**src/rtl/sw_debounce_pkg.sv**
```systemverilog
// rtl/sw_debounce_pkg.sv - shared state encodings and defaults for input conditioning
package sw_debounce_pkg;

    // Debounce FSM states; WAIT states are the qualification windows
    typedef enum logic [1:0] {
        ST_LOW_STABLE  = 2'd0,
        ST_WAIT_HIGH   = 2'd1,
        ST_HIGH_STABLE = 2'd2,
        ST_WAIT_LOW    = 2'd3
    } db_state_t;

    // 1 ms of stability at a 100 MHz clock
    localparam int DEBOUNCE_CNT = 100_000;

    // Default synchronizer depth for asynchronous board inputs
    localparam int SYNC_DEPTH = 2;

    // True while a candidate transition is being qualified
    function automatic logic is_wait(input db_state_t s);
        return (s == ST_WAIT_HIGH) || (s == ST_WAIT_LOW);
    endfunction

endpackage

```
**src/rtl/sw_debounce_sync_ff.sv**
```systemverilog
// rtl/sw_debounce_sync_ff.sv - multi-flop synchronizer for asynchronous board inputs
module sync_ff #(
    parameter int STAGES = 2
) (
    input  logic clk,
    input  logic reset,
    input  logic d,
    output logic q
);

    logic [STAGES-1:0] sr;

    // Shift the asynchronous input through the flop chain; stage 0 may go metastable
    always_ff @(posedge clk) begin
        if (reset) begin
            sr <= '0;
        end else begin
            sr <= {sr[STAGES-2:0], d};
        end
    end

    assign q = sr[STAGES-1];

endmodule

```
**src/rtl/sw_debounce.sv**
```systemverilog
// rtl/sw_debounce.sv - switch debouncer with clean level and rise/fall pulses
module sw_debounce
    import sw_debounce_pkg::*;
#(
    parameter int CNT_MAX     = DEBOUNCE_CNT,
    parameter int SYNC_STAGES = SYNC_DEPTH
) (
    input  logic clk,
    input  logic reset,
    input  logic sw_raw,
    output logic sw_level,
    output logic sw_rise,
    output logic sw_fall,
    output logic busy
);

    localparam int CW = (CNT_MAX > 1) ? $clog2(CNT_MAX) : 1;
    localparam logic [CW-1:0] CNT_LAST = CW'(CNT_MAX - 1);

    logic          sw_sync;
    db_state_t     state;
    db_state_t     state_next;
    logic [CW-1:0] cnt;
    logic [CW-1:0] cnt_next;
    logic          rise_d;
    logic          fall_d;
    logic          rise_q;
    logic          fall_q;

    sync_ff #(
        .STAGES(SYNC_STAGES)
    ) u_sync (
        .clk  (clk),
        .reset(reset),
        .d    (sw_raw),
        .q    (sw_sync)
    );

    // State, stability counter and edge-pulse registers
    always_ff @(posedge clk) begin
        if (reset) begin
            state  <= ST_LOW_STABLE;
            cnt    <= '0;
            rise_q <= 1'b0;
            fall_q <= 1'b0;
        end else begin
            state  <= state_next;
            cnt    <= cnt_next;
            rise_q <= rise_d;
            fall_q <= fall_d;
        end
    end

    // Next state: any opposite sample in a WAIT state falls back to the stable state it came from
    always_comb begin
        state_next = state;
        cnt_next   = cnt;
        case (state)
            ST_LOW_STABLE: begin
                if (sw_sync) begin
                    state_next = ST_WAIT_HIGH;
                    cnt_next   = '0;
                end
            end
            ST_WAIT_HIGH: begin
                if (!sw_sync) begin
                    state_next = ST_LOW_STABLE;
                    cnt_next   = '0;
                end else if (cnt == CNT_LAST) begin
                    state_next = ST_HIGH_STABLE;
                end else begin
                    cnt_next = cnt + CW'(1);
                end
            end
            ST_HIGH_STABLE: begin
                if (!sw_sync) begin
                    state_next = ST_WAIT_LOW;
                    cnt_next   = '0;
                end
            end
            ST_WAIT_LOW: begin
                if (sw_sync) begin
                    state_next = ST_HIGH_STABLE;
                    cnt_next   = '0;
                end else if (cnt == CNT_LAST) begin
                    state_next = ST_LOW_STABLE;
                end else begin
                    cnt_next = cnt + CW'(1);
                end
            end
            default: begin
                state_next = ST_LOW_STABLE;
                cnt_next   = '0;
            end
        endcase
    end

    // Outputs: level and busy decode the state register, pulses mark qualified WAIT exits
    always_comb begin
        rise_d   = (state == ST_WAIT_HIGH) && (state_next == ST_HIGH_STABLE);
        fall_d   = (state == ST_WAIT_LOW)  && (state_next == ST_LOW_STABLE);
        sw_level = (state == ST_HIGH_STABLE) || (state == ST_WAIT_LOW);
        busy     = is_wait(state);
        sw_rise  = rise_q;
        sw_fall  = fall_q;
    end

endmodule

```
**config.mk**
```make
export PLATFORM = sky130hd
export DESIGN_NAME = sw_debounce
export DESIGN_NICKNAME = d
export VERILOG_FILES = /design/src/rtl/sw_debounce_pkg.sv /design/src/rtl/sw_debounce_sync_ff.sv /design/src/rtl/sw_debounce.sv
export SDC_FILE = /design/constraint.sdc
export NUM_CORES = 1
export LEC_CHECK = 0
export CAP_MARGIN = 0
export CORE_MARGIN = 3
export CORE_UTILIZATION = 61
export CTS_CLUSTER_SIZE = 14
export DETAILED_ROUTE_END_ITERATION = 7
export PLACE_DENSITY = 0.81
export SYNTH_ARGS = -nofsm -noshare
export SYNTH_HDL_FRONTEND = slang
export SYNTH_HIERARCHICAL = 1
export SYNTH_SLANG_ARGS = --single-unit
```
**constraint.sdc**
```tcl
create_clock -name clk -period 5.38 [get_ports clk]
set_input_delay 1.076 -clock clk [delete_from_list [all_inputs] [get_ports clk]]
set_output_delay 1.076 -clock clk [all_outputs]
set_load 0.01 [all_outputs]
```
==> summary.txt <==
Timing
  • Final-report hold violation count: 0
  • Period utilisation layout: 46.1%
  • F_max: 0.403 GHz
  • Total negative setup slack: 0 ns
  • RSZ-0062 raised after global routing: false
  • Slew Viols, Final: 0
  • Actual slew at the worst max-slew pin: 0.736 ns
  • Setup-failing EPs final: 0
  • Final worst setup slack: 2.90 ns
  • Clock skew: 0.000844 ns
  • Final Critical Period: 2.48 ns
  • Slew HR: 50.6%

Cells and area
  • Layout cells sized above 1: 5.84%
  • Area growth from synthesis to layout: 7.02%
  • Final non-filler cell total: 162
  • Antenna fix cells: 0
  • FF+latch area: 460 um2
  • Multi-input logic area: 669 um2
  • Fillers: 145
  • Final net count: 142

CTS
  • CTS Buf Count: 3
  • Cts hold-fix bufs: 0
  • CTS H-tree lvls: 1
  • Clk_lat worst skew: 0.31 ns
  • CTS clk-pin slew, worst paths: 0.12 ns
  • Clock buffer depth: 2
  • Clk Tree Root Cell: clkbuf_4
  • Post-CTS Resized: 0
  • # Post-CTS Setup Buffers: 0
  • Clk sinks: 23
  • TritonCTS clock tree: done

Global route
  • Largest net degree at the start of global routing: 16
  • Vias in the first global route: 878
  • First-pass GRT wire length: 3940 um
  • Initial antenna violation count: 0
  • Global route total overflow: 0
  • All-Layer GR Usage: 19.9%

Synth
  • Yosys reg bits: 23
  • Cells after synthesis: 134
  • Count leader, synth: dfxtp_1
  • Top cell type's share of synthesized area: 39.1%
  • Yosys warning total: 6
  • Number of synthesized flops with an enable pin: 0
  • Synth area leaders: dfxtp_1, a21oi_1, nand2_1
  • Number of distinct library cells after synthesis: 42
  • Post-Syn Area: 1180 um2
  • Commonest cells post-synth: dfxtp_1, nand2_1, a21oi_1, nand3_1, or3_1
  • Avg Inst Size Synth: 8.78 um2
  • Post-synth top area cell: dfxtp_1
  • Top FF cell, synth: dfxtp_1
  • Sequential area share after synthesis: 39.1%
  • Asr flop ratio synth: 0%
  • Syn Nets: 138

Critical path
  • R2R Setup Slk: 3.09 ns
  • Max stage delay on crit path: 0.59 ns
  • Critical path type: register to primary output
  • RR Startpoint: cnt[5]
  • Crit Path Max Fanout: 8
  • R2r endpoint: sw_fall
  • Critical Path, Cell by Cell: clkdlybuf4s50_1
  • Slowest cell on the critical path: clkdlybuf4s50_1
  • Arrival time worst endpoint: 1.41 ns
  • R2R depth: 4
  • Worst EP required: 4.30 ns
  • Crit end category: primary output
  • CP bufs+invs: 1
  • Critical path's top delay family: buffers and inverters
  • CP startpoint kind: register

Route
  • Iteration-0 DRC Markers: 31
  • DRT Wirelength: 2340 um
  • ANT nets after route: 0
  • Via/cell ratio: 6.25
  • Drt wl/cell: 14.4 um
  • DR DRC count: 0
  • 1st-pass router iterations: 4
  • Routed via count: 1012

Min path
  • WHS Path Cells: 1
  • Type of the worst min-delay path: register to register
  • Worst hold path startpoint: u_sync/sr[0]
  • Hold Path End: u_sync/sr[1]

Place
  • GP Congestion: 0.861
  • Port Buffer Count: 6
  • Worst slack, placed: 2.61 ns
  • Dpl hpwl: 1680 um
  • Inst Count DP: 158

Run status
  • Status: finished clean

Power
  • PD cells: 211 nW/um2
  • Leakage: 0.000385 uW
  • Total Power: 265 uW
  • Worst VDD drop: 0.147 mV

Die
  • Starting Density: 66.7%
  • Die extent in y: 49.9 um
  • Die Area: 2490 um2
  • Core area: 1760 um2
  • Die X: 49.9 um
  • IO Count: 7
  • Row cnt: 15

Job
  • Max Cap Viol: 0
==> worst max path at each step <==
stage             start       to  slack [ns]  cells past startpoint
2_1_floorplan     reset  cnt[14]        3.48                      4
3_3_place_gp      reset   cnt[8]        2.65                      4
3_5_place_dp      reset   cnt[8]        2.61                      4
4_1_cts        state[0]     busy        2.90                      1
5_1_grt        state[0]     busy        2.85                      1
6_report       state[0]     busy        2.90                      1
==> through the flow <==
| step | hold WS (ns) | instance area, um2 | utilization [%] |
|---|---|---|---|
| after floorplan | 0.414 | 1180 | - |
| after global placement | 0.423 | 1230 | 69.9 |
| after detailed placement | 0.439 | 1230 | 69.9 |
| after CTS | 0.467 | 1260 | 71.3 |
| after global routing | 0.476 | 1260 | 71.3 |
| final | 0.465 | 1260 | 71.3 |
==> metal layers <==
layer	part of all wire (%)	vias to the layer above	GRT usage (%)
met5	0	-	0
met4	1.4	0	7.83
met3	5.8	5	3.02
met2	44	29	30.0
met1	48	473	28.3
li1	-	505	-
==> flip-flops by register name (all words and copies together) (netlist names) <==
register	flops
cnt	17
state	2
sw_fall	1
sw_rise	1
u_sync/sr	2
==> power breakdown <==
group / switching, uW / internal (uW)
registers: 1.58 / 172
logic: 7.66 / 5.21
clock network: 50.4 / 29.0
==> cell usage in the layout (no fill, tap or decap), types with 2 or more instances in the layout <==
cell,count
nand4_1,5
nor4b_1,2
nand2b_1,2
and2_1,2
o21ai_0,5
clkbuf_4,3
or3_1,7
a31oi_1,2
nor2_1,5
mux2i_1,3
a21oi_1,11
nor2b_1,2
or2_2,2
xnor2_1,3
inv_1,3
clkdlybuf4s50_1,6
dfxtp_1,23
nand2_1,13
nor3_1,2
or4_1,4
nand3_1,8
a2111o_1,2
o31ai_1,3
==> layout make-up <==
| type | instances | area share, % |
|---|---|---|
| inverters | 3 | 0.895 |
| repair buffers | 6 | 4.77 |
| clock buffers | 4 | 2.09 |
| well taps | 25 | 2.49 |
| flip-flops and latches | 23 | 36.6 |
| multi-input cells | 101 | 53.2 |
==> cell families (layout without fill, tap and decap cells) <==
group                    Yosys count  after routing  synth area share [%]
AND/OR/NAND/NOR                   62             62                  31.8
flip-flops                        23             23                  39.1
adder cells (fa/ha/maj)            1              1                  1.06
multiplexers                       3              3                  2.55
buffers and inverters             10             13                  3.94
AO/OA/AOI/OAI                     30             30                  16.5
XOR/XNOR                           5              5                  5.00
No activity file was read; power rests on OpenSTA's default activity.
